`config.mk`:
```
export PLATFORM = sky130hd
export DESIGN_NAME = alu_issue
export DESIGN_NICKNAME = d
export VERILOG_FILES = /design/src/rtl/alu_pkg.sv /design/src/rtl/alu_issue_scoreboard.sv /design/src/rtl/alu_issue.sv
export SDC_FILE = /design/constraint.sdc
export NUM_CORES = 1
export LEC_CHECK = 0
export CORE_UTILIZATION = 45
export CTS_CLUSTER_DIAMETER = 200
export DETAILED_ROUTE_END_ITERATION = 6
export DONT_BUFFER_PORTS = 1
export SLEW_MARGIN = 10
export SYNTH_ARGS = -nofsm -noshare
export SYNTH_HDL_FRONTEND = slang
export SYNTH_SLANG_ARGS = --single-unit
```
`constraint.sdc`:
```
create_clock -name clk -period 6.7 [get_ports clk]
set_clock_uncertainty 0.05 [all_clocks]
set_input_delay 1.005 -clock clk [delete_from_list [all_inputs] [get_ports clk]]
set_output_delay 1.005 -clock clk [all_outputs]
set_load 0.05 [all_outputs]
```
`src/rtl/alu_pkg.sv`:
```
// Shared definitions for the ALU operand-issue stage: instruction classes,
// instruction field positions, the hard-wired zero register and ALU fn codes.
package alu_pkg;

    // Instruction class, taken from the top two bits of the instruction word
    typedef enum logic [1:0] {
        CLASS_NOP = 2'b00,
        CLASS_ILL = 2'b01,
        CLASS_RR  = 2'b10,
        CLASS_RL  = 2'b11
    } class_e;

    // Output register occupancy
    typedef enum logic {
        ST_EMPTY = 1'b0,
        ST_FULL  = 1'b1
    } out_state_e;

    // Register index that always reads 0 and is never pending
    localparam int ZERO_REG = 31;

    // Instruction field bit positions
    localparam int CLASS_HI = 31;
    localparam int CLASS_LO = 30;
    localparam int FN_HI    = 29;
    localparam int FN_LO    = 24;
    localparam int RC_HI    = 23;
    localparam int RC_LO    = 19;
    localparam int RA_HI    = 18;
    localparam int RA_LO    = 14;
    localparam int RB_HI    = 13;
    localparam int RB_LO    = 9;
    localparam int LIT_HI   = 13;
    localparam int LIT_LO   = 0;
    localparam int LIT_W    = LIT_HI - LIT_LO + 1;

    // ALU fn encoding: fn[5:4] selects the unit, fn[0] selects subtract
    localparam logic [1:0] FN_UNIT_CMP   = 2'b00;
    localparam logic [1:0] FN_UNIT_ARITH = 2'b01;
    localparam logic [1:0] FN_UNIT_BOOL  = 2'b10;
    localparam logic [1:0] FN_UNIT_SHIFT = 2'b11;
    localparam logic [5:0] FN_ADD        = 6'b010000;
    localparam logic [5:0] FN_SUB        = 6'b010001;

    // Class field of an instruction word
    function automatic logic [1:0] instr_class(input logic [31:0] instr);
        return instr[CLASS_HI:CLASS_LO];
    endfunction

endpackage

```
`src/rtl/alu_issue_scoreboard.sv`:
```
// Pending-destination scoreboard: one bit per architectural register.
// A bit is set when an instruction writing that register issues and cleared
// by its writeback; a simultaneous set and clear of one register leaves it set.
// Flush and reset clear every bit. The zero register is never marked pending.
module alu_issue_scoreboard
    import alu_pkg::*;
#(
    parameter int ZERO_IDX = ZERO_REG
) (
    input  logic       clk,
    input  logic       reset,
    input  logic       i_flush,
    input  logic       i_set_en,
    input  logic [4:0] i_set_rc,
    input  logic       i_clr_en,
    input  logic [4:0] i_clr_rc,
    input  logic [4:0] i_ra,
    input  logic [4:0] i_rb,
    input  logic [4:0] i_rc,
    output logic       o_pend_ra,
    output logic       o_pend_rb,
    output logic       o_pend_rc
);

    localparam logic [4:0] L_ZERO = 5'(ZERO_IDX);

    logic [31:0] r_pend;
    logic [31:0] w_set_mask;
    logic [31:0] w_clr_mask;

    // Decode the set and clear requests into one-hot masks
    always_comb begin
        w_set_mask = '0;
        w_clr_mask = '0;
        if (i_set_en && (i_set_rc != L_ZERO)) begin
            w_set_mask[i_set_rc] = 1'b1;
        end
        if (i_clr_en) begin
            w_clr_mask[i_clr_rc] = 1'b1;
        end
    end

    // Pending bits: clear first, then set, so a set wins over a clear
    always_ff @(posedge clk) begin
        if (reset || i_flush) begin
            r_pend <= '0;
        end else begin
            r_pend <= (r_pend & ~w_clr_mask) | w_set_mask;
        end
    end

    assign o_pend_ra = r_pend[i_ra];
    assign o_pend_rb = r_pend[i_rb];
    assign o_pend_rc = r_pend[i_rc];

endmodule

```
`src/rtl/alu_issue.sv`:
```
// Operand-issue stage in front of the ALU. Decodes one instruction per cycle,
// reads the register file, resolves the literal, stalls on scoreboard hazards
// and holds the issued operands in a one-entry output register.
// Optional feature: define ALU_ISSUE_FORWARD_EN to bypass writeback data onto
// source operands in the writeback cycle.
//
// Handshakes: a transfer happens on a rising edge where valid and ready are
// both 1. Valid never depends on ready. in_ready is derived from in_instr and
// the scoreboard (plus out_ready for the output slot), never from ALU results.
module alu_issue
    import alu_pkg::*;
#(
    parameter int XLEN     = 32,
    parameter int ZERO_REG = alu_pkg::ZERO_REG
) (
    input  logic            clk,
    input  logic            reset,
    input  logic            in_valid,
    output logic            in_ready,
    input  logic [31:0]     in_instr,
    output logic [4:0]      ra_addr,
    output logic [4:0]      rb_addr,
    input  logic [XLEN-1:0] ra_data,
    input  logic [XLEN-1:0] rb_data,
    output logic            out_valid,
    input  logic            out_ready,
    output logic [XLEN-1:0] out_a,
    output logic [XLEN-1:0] out_b,
    output logic [5:0]      out_fn,
    output logic [4:0]      out_rc,
    input  logic            wb_valid,
    input  logic [4:0]      wb_rc,
    input  logic [XLEN-1:0] wb_data,
    input  logic            flush,
    output logic            illegal,
    output logic            dbg_state
);

    localparam logic [4:0] L_ZERO = 5'(ZERO_REG);

    out_state_e       r_state;
    logic [XLEN-1:0]  r_a;
    logic [XLEN-1:0]  r_b;
    logic [5:0]       r_fn;
    logic [4:0]       r_rc;
    logic             r_illegal;

    logic [1:0]       w_class;
    logic [5:0]       w_fn;
    logic [4:0]       w_rc;
    logic [4:0]       w_ra;
    logic [4:0]       w_rb;
    logic [LIT_W-1:0] w_lit;
    logic             w_pend_ra;
    logic             w_pend_rb;
    logic             w_pend_rc;
    logic             w_fwd_ra;
    logic             w_fwd_rb;
    logic [XLEN-1:0]  w_ra_val;
    logic [XLEN-1:0]  w_rb_val;
    logic             w_hazard;
    logic             w_accept;
    logic             w_issue;
    logic [XLEN-1:0]  w_a;
    logic [XLEN-1:0]  w_b;

    assign w_class = instr_class(in_instr);
    assign w_fn    = in_instr[FN_HI:FN_LO];
    assign w_rc    = in_instr[RC_HI:RC_LO];
    assign w_ra    = in_instr[RA_HI:RA_LO];
    assign w_rb    = in_instr[RB_HI:RB_LO];
    assign w_lit   = in_instr[LIT_HI:LIT_LO];

    assign ra_addr = w_ra;
    assign rb_addr = w_rb;

    alu_issue_scoreboard #(
        .ZERO_IDX (ZERO_REG)
    ) u_scoreboard (
        .clk       (clk),
        .reset     (reset),
        .i_flush   (flush),
        .i_set_en  (w_issue),
        .i_set_rc  (w_rc),
        .i_clr_en  (wb_valid),
        .i_clr_rc  (wb_rc),
        .i_ra      (w_ra),
        .i_rb      (w_rb),
        .i_rc      (w_rc),
        .o_pend_ra (w_pend_ra),
        .o_pend_rb (w_pend_rb),
        .o_pend_rc (w_pend_rc)
    );

`ifdef ALU_ISSUE_FORWARD_EN
    // A pending source being written back this cycle is ready; take its value
    // from the writeback bus because the register file updates on this edge.
    assign w_fwd_ra = w_pend_ra & wb_valid & (wb_rc == w_ra);
    assign w_fwd_rb = w_pend_rb & wb_valid & (wb_rc == w_rb);
    assign w_ra_val = w_fwd_ra ? wb_data : ra_data;
    assign w_rb_val = w_fwd_rb ? wb_data : rb_data;
`else
    // No bypass: a pending source waits until the register file holds it.
    logic w_unused_wb;
    assign w_fwd_ra    = 1'b0;
    assign w_fwd_rb    = 1'b0;
    assign w_ra_val    = ra_data;
    assign w_rb_val    = rb_data;
    assign w_unused_wb = ^wb_data;
`endif

    // rb is a source only for register-register instructions; a pending
    // destination always stalls (write-after-write), bypass or not.
    assign w_hazard = (w_pend_ra & ~w_fwd_ra)
                    | ((w_class == CLASS_RR) & w_pend_rb & ~w_fwd_rb)
                    | w_pend_rc;

    // NOP and illegal are always consumable; issuing needs a free output slot
    assign in_ready = ~reset & ~flush
                    & (~w_class[1] | (~w_hazard & ((r_state == ST_EMPTY) | out_ready)));
    assign w_accept = in_valid & in_ready;
    assign w_issue  = w_accept & w_class[1];

    // Operand muxes; the zero register reads 0 regardless of read data
    assign w_a = (w_ra == L_ZERO) ? '0 : w_ra_val;
    assign w_b = (w_class == CLASS_RL) ? {{(XLEN-LIT_W){w_lit[LIT_W-1]}}, w_lit}
               : (w_rb == L_ZERO)      ? '0
               : w_rb_val;

    // Output register FSM: EMPTY/FULL occupancy plus the illegal pulse
    always_ff @(posedge clk) begin
        if (reset) begin
            r_state   <= ST_EMPTY;
            r_a       <= '0;
            r_b       <= '0;
            r_fn      <= '0;
            r_rc      <= '0;
            r_illegal <= 1'b0;
        end else begin
            r_illegal <= w_accept & (w_class == CLASS_ILL);
            if (flush) begin
                r_state <= ST_EMPTY;
            end else if (w_issue) begin
                r_state <= ST_FULL;
                r_a     <= w_a;
                r_b     <= w_b;
                r_fn    <= w_fn;
                r_rc    <= w_rc;
            end else if ((r_state == ST_FULL) && out_ready) begin
                r_state <= ST_EMPTY;
            end
        end
    end

    assign out_valid = (r_state == ST_FULL);
    assign out_a     = r_a;
    assign out_b     = r_b;
    assign out_fn    = r_fn;
    assign out_rc    = r_rc;
    assign illegal   = r_illegal;
    assign dbg_state = r_state;

endmodule

```
==> metrics.csv, run 1 <==
stage;metric;value;unit
status;run_status;finished, final reports clean;
global_route;grt_max_degree;80;
clock_network;cts_buffer_depth;2;
drt;ant_nets;0;
clock_network;insertion_delay;0.35;ns
critical_path;path_class;in -> out;
clock_network;cts.repair.resized;0;
critical_path;critPathTopFamily;compound AO/OA/AOI/OAI gates;
critical_path;critPathBufInv;1;
timing;fmax;221;MHz
critical_path;worstSetupPathDepth;7;
critical_path;critPathArrivalTime;3.48;ns
finish;stdcell_count;699;
clock_network;clkSinkCount;109;
timing;fin_crit;4.53;ns
critical_path;required;5.64;ns
drt;top_layer;met4;
clock_network;clockRootBuffer;clkbuf_16;
run;cap_viol_max_count;0;
critical_path;crit_end;in_ready;
logic_synthesis;synth_cell_type_count;44;
logic_synthesis;avgSynthCellArea;9.68;um2
logic_synthesis;syn-cell-area;0.00559;mm2
placement;dp_hpwl;10.2;mm
floorplan;num_io_pins;228;
floorplan;die_y;113;um
clock_network;cts_made_buffers;9;
critical_path;critPathCaptureType;output port;
critical_path;cp_slowest_cell;a21oi_1;
drt;vias;4585;
critical_path;start_kind;input port;
placement;numPortBuffers;0;
finish;post-route-cell-area;0.00584;mm2
logic_synthesis;yosys-top-cells-count;dfxtp_1, nand2_1, mux2i_1;
global_route;grt_use_total;0.238;
placement;post-place-cells;683;
finish;nets;665;
logic_synthesis;yosys.cell_count.top_type;dfxtp_1;
timing;finalMaxSlewViolations;0;
timing;setup_violations;0;
clock_network;hold_buffers;0;
drt;route.met3.wl;1.57;mm
timing;rsz0062_at_grt;no;
clock_network;cts_tree;yes;
floorplan;die_w;113;um
worst_hold_path;hold_class;reg -> reg;
global_route;antenna_found_initial;0;
critical_path;max_stage_delay;0.88;ns
timing;hold_ws;0.450;ns
global_route;grt-ovfl-total;0;
logic_synthesis;yosysTopAreaCell;dfxtp_1;
logic_synthesis;yosysTopAreaCellShare;0.391;
power;power.leakage;0.00209;uW
drt;wire_per_inst;22.4;um
logic_synthesis;synthFlopType;dfxtp_1;
finish;layout-drive-gt1-share;0.117;
critical_path;r2r-start;dbg_state$_SDFFE_PP0P_;
global_route;grt_pass1_vias;4416;
logic_synthesis;synthArstFlopShare;0;
critical_path;startpoint;in_instr[15];
floorplan;initial_core_util;0.463;
critical_path;reg2reg_to;out_fn[2]$_SDFFE_PP0P_;
critical_path;reg2reg_slack;3.09;ns
logic_synthesis;synth_fp_nets;716;
logic_synthesis;seq_area_frac_synth;0.391;
drt;first_pass_iters;4;
clock_network;post_cts_buffers;0;
drt;drtIter0Drc;445;
drt;drcViolationCount;0;
critical_path;worstPathCellList;mux4_2 > nor3b_1 > nor4_1 > nor4_4 > buf_4 > nand3_1 > a21oi_1;
clock_network;clkTransAtPathRegs;0.07;ns
timing;maxSlewHeadroom;0.264;
floorplan;dieArea;0.0129;mm2
drt;wl;15.6;mm
clock_network;htreeDepth;3;
timing;fin_setup_tns;0;ns
finish;fin_util;0.484;
global_route;grt_pass1_wl;23.9;mm
drt;wl_met1;6.22;mm
logic_synthesis;synth_seq_cells;109;
power;ir_drop;134;uV
placement;post_dp_cell_area;0.00556;mm2
finish;final.fill_count;1132;
critical_path;cp_max_fo;35;
logic_synthesis;ys_top_cells_by_area;dfxtp_1, mux4_2, mux2i_1;
timing;worstMarginPinSlew;1.10;ns
floorplan;rows;40;
timing;timing.final.hold_violations;0;
drt;viasPerCell;6.56;
logic_synthesis;synthCells;577;
drt;wl_met2;7.55;mm
timing;timing.final.crit_share;0.677;
finish;antennaDiodeCount;0;
logic_synthesis;ys_warn_count;0;
logic_synthesis;synth-edff-count;0;
placement;gp_congestion;0.820;
floorplan;core;0.0121;mm2
finish;syn_to_final_growth;4.50;%
critical_path;reg2reg_depth;7;
power;p_per_area;227;mW/mm2
## through the flow
step / power [uW] / setup WS [ns]
after global routing: 1370 / 2.06
after floorplan: 831 / 2.03
after detailed placement: 820 / 2.20
after CTS: 1340 / 2.18
final: 1320 / 2.17
after global placement: 817 / 2.19
## cell type report
type / instances / area (um2) / area share
Clock buffer: 9 / 225 / 0.0386
Clock inverter: 7 / 56.3 / 0.00964
Multi-Input combinational cell: 399 / 3110 / 0.533
Sequential cell: 109 / 2180 / 0.374
Tap cell: 168 / 210 / 0.0360
Timing Repair Buffer: 7 / 52.6 / 0.00900
## cell usage in the layout (no fill, tap or decap), types with 3 or more instances in the layout
master and n:
or3_1 4, a31oi_1 34, nand2_1 43, o21ai_0 4
a22oi_1 15, mux4_2 20, mux2_2 6, nand3b_1 10
nor2b_1 13, o31ai_1 29, o211ai_1 32, buf_4 7
nor3b_1 4, and2_1 3, nor2_1 6, dfxtp_1 109
a211oi_1 32, a21oi_1 20, nand3_1 8, mux2_1 7
nand2b_1 38, or3b_2 4, and3_1 3, clkbuf_16 9
mux2i_1 41
## power by group
part / switching (uW) / total, uW / internal, uW
Sequential: 50.0 / 709 / 659
Clock: 259 / 517 / 258
Combinational: 54.1 / 96.1 / 42.0
## per-layer routing
metal / track usage / up-vias
met5: 0 / -
met4: 0.0974 / 0
met3: 0.0723 / 28
met2: 0.397 / 253
met1: 0.288 / 2223
li1: - / 2081
## state kept, by name, summed over array words and instances, names as in the netlist
signal               flops
illegal                  1
out_fn                   6
dbg_state                1
out_a                   32
u_scoreboard.r_pend     32
out_rc                   5
out_b                   32
## logic make-up (layout without fill, tap and decap cells)
kind of cell	count (synthesis)	in the layout	share of synthesized area
flip-flops	109	109	0.391
buffers and inverters	69	23	0.0587
multiplexers	74	74	0.180
AND/OR/NAND/NOR	149	149	0.152
AO/OA/AOI/OAI	176	176	0.219
## worst min path at each step
stage / from / to / slack, ns / depth (start not counted)
6_report: u_scoreboard.r_pend[31]$_SDFF_PP0_ / u_scoreboard.r_pend[31]$_SDFF_PP0_ / 0.45 / 1
5_1_grt: u_scoreboard.r_pend[31]$_SDFF_PP0_ / u_scoreboard.r_pend[31]$_SDFF_PP0_ / 0.46 / 1
4_1_cts: u_scoreboard.r_pend[31]$_SDFF_PP0_ / u_scoreboard.r_pend[31]$_SDFF_PP0_ / 0.45 / 1
3_5_place_dp: u_scoreboard.r_pend[31]$_SDFF_PP0_ / u_scoreboard.r_pend[31]$_SDFF_PP0_ / 0.44 / 1
3_3_place_gp: u_scoreboard.r_pend[31]$_SDFF_PP0_ / u_scoreboard.r_pend[31]$_SDFF_PP0_ / 0.43 / 1
2_1_floorplan: u_scoreboard.r_pend[31]$_SDFF_PP0_ / u_scoreboard.r_pend[31]$_SDFF_PP0_ / 0.41 / 1
## worst reg2reg max path: cells and delay by family, from the launching register on
kind	cells	cell delay (ns)
and+or+nand+nor	3	1.31
muxes	1	0.75
DFF	1	0.64
buffers and inverters	1	0.39
AOI/OAI and AO/OA	2	0.36
Note: power is estimated with default switching activity, not from simulation.
==> run 2: changes to the inputs <==
clock period = 4 ns   (was 6.7 ns; I/O delays follow)
==> run 2 against run 1 <==
Effect of this change: register-to-register slack worse by 2.1 ns; clock power grew 64%; first-iteration DRC count is 6.7% lower; count of clock-buffer cells in the layout increased by 2; via count grew 0.28%; flip-flop and latch count did not move; sequential share of layout area decreased by 0.19 points; worst hold slack got worse by 0.16 ns.
==> metrics.csv, run 2 (same netlist as run 1, synthesis figures left out) <==
stage;metric;value;unit;change
timing;worstMarginPinSlew;0.770;ns;-0.333 ns
clock_network;cts.repair.resized;0;;unchanged
placement;post-place-cells;686;;+0.44%
status;run_status;finished, final reports clean;;
drt;vias;4598;;+0.28%
clock_network;hold_buffers;0;;unchanged
global_route;grt-ovfl-total;0;;unchanged
global_route;grt_max_degree;80;;unchanged
clock_network;clkTransAtPathRegs;0.07;ns;about the same
clock_network;clockRootBuffer;clkbuf_16;;
floorplan;core;0.0121;mm2;unchanged
timing;setup_violations;0;;unchanged
power;p_per_area;375;mW/mm2;+65%
floorplan;dieArea;0.0129;mm2;unchanged
timing;fin_ws;0.638;ns;-1.53 ns
placement;gp_congestion;0.845;;+3.1%
clock_network;cts_tree;yes;;
critical_path;critPathCaptureType;output port;;
global_route;globalRouteMet2Util;0.391;;-0.00613
power;power.leakage;0.00211;uW;+0.54%
critical_path;start_kind;flip-flop;;
clock_network;htreeDepth;3;;unchanged
floorplan;initial_core_util;0.463;;unchanged
drt;first_pass_iters;6;;+2
drt;drcViolationCount;0;;unchanged
finish;final_common_cell;dfxtp_1;;
global_route;grt_use_total;0.238;;-0.000400
floorplan;num_io_pins;228;;unchanged
timing;finalMaxSlewViolations;0;;unchanged
worst_hold_path;whs_path_depth;1;;unchanged
critical_path;cp_max_fo;34;;-2.9%
clock_network;clkSinkCount;109;;unchanged
clock_network;cts_buffer_depth;2;;unchanged
timing;fin_setup_tns;0;ns;unchanged
timing;rsz0062_at_grt;no;;
finish;seqCellArea;0.00218;mm2;unchanged
finish;mostFrequentLayoutCells;dfxtp_1, nand2_1, mux2i_1;;
global_route;antenna_found_initial;0;;unchanged
finish;final.fill_count;1141;;+0.80%
floorplan;rows;40;;unchanged
timing;fin_crit;3.36;ns;
global_route;grt_util_met1;0.293;;+0.00520
global_route;grt_pass1_vias;4357;;-1.3%
power;ir_drop;181;uV;+35%
worst_hold_path;hold_class;in -> reg;;
critical_path;reg2reg_depth;8;;+1
critical_path;critPathArrivalTime;2.71;ns;-0.77 ns
finish;layout-drive-gt1-share;0.118;;+0.00144
finish;stdcell_count;701;;+0.29%
timing;hold_ws;0.289;ns;-0.161 ns
drt;ant_nets;0;;unchanged
drt;viasPerCell;6.56;;about the same
placement;pre_cts_slack;0.743;ns;-1.45 ns
floorplan;die_w;113;um;unchanged
drt;wire_per_inst;22.4;um;about the same
drt;wl;15.7;mm;+0.38%
clock_network;insertion_delay;0.35;ns;about the same
timing;fmax;297;MHz;
finish;syn_to_final_growth;5.04;%;
finish;post-route-cell-area;0.00587;mm2;+0.51%
placement;numPortBuffers;0;;unchanged
finish;nets;668;;+0.45%
global_route;met3_usage;0.0595;;-0.0128
critical_path;required;3.35;ns;-2.29 ns
run;cap_viol_max_count;0;;unchanged
timing;timing.final.crit_share;0.840;;
global_route;grt_pass1_wl;23.8;mm;-0.46%
timing;maxSlewHeadroom;0.487;;+0.222
clock_network;post_cts_buffers;0;;unchanged
placement;post_dp_cell_area;0.00559;mm2;+0.63%
timing;timing.final.hold_violations;0;;unchanged
global_route;grt-busiest-layer;met2;;
clock_network;cts_made_buffers;9;;unchanged
critical_path;path_class;reg -> out;;
placement;dp_hpwl;10.4;mm;+1.5%
finish;antennaDiodeCount;0;;unchanged
finish;multi_input_area;0.00311;mm2;unchanged
floorplan;die_y;113;um;unchanged
drt;drtIter0Drc;415;;-6.7%
run 2: changes by cell type in the layout (fill, tap and decap cells not counted):
cell / previous run / this run
clkinvlp_4: 0 / 1
clkinv_2: 2 / 0
inv_8: 1 / 0
clkbuf_1: 0 / 1
inv_6: 2 / 1
buf_4: 7 / 9
buf_12: 0 / 1
clkbuf_8: 0 / 1
run 2: power by group:
| part | total, uW | switching [uW] | internal (uW) | leakage (uW) |
|---|---|---|---|---|
| Combinational | 163 | 91.2 | 71.6 | 0.00109 |
| Sequential | 1190 | 83.1 | 1100 | 0.000881 |
| Clock | 848 | 407 | 441 | 0.000132 |
| Total | 2200 | 581 | 1620 | 0.00211 |
run 2: final timing paths:
| check | startpoint | to | slack [ns] |
|---|---|---|---|
| worst min register to register | u_scoreboard.r_pend[31]$_SDFF_PP0_ | u_scoreboard.r_pend[31]$_SDFF_PP0_ | 0.45 |
| worst max register to register | u_scoreboard.r_pend[21]$_SDFF_PP0_ | out_b[11]$_SDFFE_PP0P_ | 1.04 |
| worst max-delay path | u_scoreboard.r_pend[21]$_SDFF_PP0_ | in_ready | 0.64 |
| worst min-delay path | reset | out_b[19]$_SDFFE_PP0P_ | 0.29 |
run 2: critical path, cell delays in order, from the launching register on:
cell and delay [ns]:
dfxtp_1 0.35, mux4_2 0.48, nor3b_1 0.20, nor4_1 0.10, nor4_4 0.34, buf_4 0.40, nand3_1 0.12, a21oi_1 0.16
buf_4 0.21
run 2: metal layers:
metal	vias to the layer above	part of all wire
met3	26	0.093
met1	2228	0.40
met2	257	0.48
met4	0	0.024
met5	-	0
li1	2087	-
run 2: layout make-up:
class	count	area share
Clock buffer	11	0.0414
Clock inverter	4	0.00576
Timing Repair Buffer	10	0.0149
Multi-Input combinational cell	399	0.530
Sequential cell	109	0.372
Tap cell	168	0.0358
run 2: metrics by stage:
step,utilization,total power (uW)
after floorplan,-,1390
final,0.487,2200
after global routing,0.487,2270
after global placement,0.464,1370
after CTS,0.487,2230
after detailed placement,0.464,1380
==> run 3: changes to the inputs <==
clock period = 2.75 ns   (was 4 ns; I/O delays follow)
==> run 3 against run 2 <==
Effect of this change: design area increased by 2.1%; sequential share of layout area decreased by 0.73 points; global-route usage increased by 0.91 points; total power increased by 47%; sequential power increased by 45%; setup slack got worse by 0.52 ns; die area unchanged; clock power increased by 49%.
==> metrics.csv, run 3 (same netlist as run 1, synthesis figures left out) <==
stage;metric;value;unit;change
clock_network;clkSinkCount;109;;unchanged
timing;timing.final.crit_share;0.958;;
timing;finalMaxSlewViolations;0;;unchanged
drt;drcViolationCount;0;;unchanged
critical_path;reg2reg_slack;0.27;ns;-0.77 ns
placement;gp_congestion;0.850;;+0.48%
clock_network;cts_buffer_depth;2;;unchanged
drt;ant_nets;0;;unchanged
power;power;3240;uW;+47%
drt;wire_per_inst;22.4;um;+0.17%
drt;viasPerCell;6.52;;-0.67%
timing;rsz0062_at_grt;no;;
drt;wl;15.9;mm;+1.2%
floorplan;core;0.0121;mm2;unchanged
global_route;grt_pass1_vias;4566;;+4.8%
critical_path;critPathArrivalTime;2.17;ns;-0.54 ns
global_route;grt_pass1_wl;24.6;mm;+3.4%
floorplan;num_io_pins;228;;unchanged
critical_path;path_class;reg -> out;;
placement;numPortBuffers;0;;unchanged
floorplan;dieArea;0.0129;mm2;unchanged
floorplan;die_w;113;um;unchanged
timing;fin_setup_tns;0;ns;unchanged
drt;drtIter0Drc;446;;+7.5%
timing;timing.final.hold_violations;0;;unchanged
power;p_per_area;541;mW/mm2;+44%
global_route;grt_max_degree;80;;unchanged
global_route;grt-ovfl-total;0;;unchanged
finish;antennaDiodeCount;0;;unchanged
clock_network;hold_buffers;0;;unchanged
timing;worstMarginPinSlew;0.738;ns;-0.0326 ns
placement;dp_hpwl;10.5;mm;+0.74%
floorplan;initial_core_util;0.463;;unchanged
worst_hold_path;hold_class;in -> reg;;
clock_network;htreeDepth;3;;unchanged
clock_network;cts_made_buffers;9;;unchanged
run;cap_viol_max_count;0;;unchanged
finish;final_common_cell;dfxtp_1;;
floorplan;rows;40;;unchanged
power;ir_drop;306;uV;+69%
clock_network;clkTransAtPathRegs;0.07;ns;about the same
timing;fmax;380;MHz;
floorplan;die_y;113;um;unchanged
critical_path;cp_max_fo;4;;-88%
timing;fin_crit;2.63;ns;
critical_path;critPathCaptureType;output port;;
drt;vias;4613;;+0.33%
drt;first_pass_iters;5;;-1
finish;layout-drive-gt1-share;0.144;;+0.0262
global_route;antenna_found_initial;0;;unchanged
placement;post_dp_cell_area;0.00568;mm2;+1.6%
finish;syn_to_final_growth;7.21;%;
finish;post-route-cell-area;0.00599;mm2;+2.1%
finish;stdcell_count;708;;+1.0%
placement;post-place-cells;690;;+0.58%
power;power.leakage;0.00216;uW;+2.4%
finish;nets;674;;+0.90%
timing;setup_violations;0;;unchanged
clock_network;cts_tree;yes;;
clock_network;clockRootBuffer;clkbuf_16;;
clock_network;insertion_delay;0.35;ns;about the same
global_route;grt_use_total;0.247;;+0.00910
finish;mostFrequentLayoutCells;dfxtp_1, nand2_1, mux2i_1;;
critical_path;start_kind;flip-flop;;
status;run_status;finished, final reports clean;;
timing;maxSlewHeadroom;0.508;;+0.0217
critical_path;required;2.29;ns;-1.06 ns
run 3: cell types whose count changed in the layout (fill, tap and decap cells not counted), sizes merged:
cell / before / now
buf: 10 / 16
inv: 1 / 2
run 3: through the flow:
stage	worst slack, ns	hold WS (ns)	util
after floorplan	0.00357	0.412	-
after global placement	0.150	0.439	0.471
after global routing	0.0388	0.0606	0.497
after detailed placement	0.112	0.443	0.471
final	0.115	0.0743	0.497
after CTS	0.0173	0.0620	0.495
run 3: critical path: stages (launching register included):
cell and delay [ns]:
dfxtp_1 0.35, mux4_2 0.48, nor3b_2 0.21, nor4_2 0.09, nor4_4 0.25, nand3_2 0.13, a21oi_4 0.16, buf_12 0.15
run 3: where the power goes:
part	total (uW)	internal, uW	leakage (uW)	switching [uW]
combinational	250	112	0.00114	138
sequential	1730	1610	0.000882	120
clock	1260	650	0.000137	615
run 3: final timing paths:
path                                      startpoint  depth (start not counted)                            endpoint
hold reg to reg   u_scoreboard.r_pend[31]$_SDFF_PP0_                          1  u_scoreboard.r_pend[31]$_SDFF_PP0_
setup reg to reg  u_scoreboard.r_pend[23]$_SDFF_PP0_                          9               out_b[1]$_SDFFE_PP0P_
setup / recovery  u_scoreboard.r_pend[23]$_SDFF_PP0_                          7                            in_ready
hold / removal                                 reset                          1              out_b[17]$_SDFFE_PP0P_
run 3: what timing repair did:
item,in CTS,in global routing
pin swaps,2,4
setup endpoints to repair,1,1
gates resized for setup,0,3
buffers inserted,1,1
run 3: layout make-up:
cell class              instances  area (um2)
fillers                      1100        6070
multi-input cells             399        3150
flip-flops and latches        109        2180
clock buffers                  11         243
well taps                     168         210
repair buffers                 16         158
clock inverters                 5        42.5
run 3: per-layer routing:
| metal | up-vias | routed length [um] | global-route usage |
|---|---|---|---|
| met4 | 0 | 361 | 0.0991 |
| met5 | - | 0 | 0 |
| met1 | 2211 | 6310 | 0.294 |
| li1 | 2107 | - | - |
| met3 | 37 | 1580 | 0.0861 |
| met2 | 258 | 7610 | 0.409 |
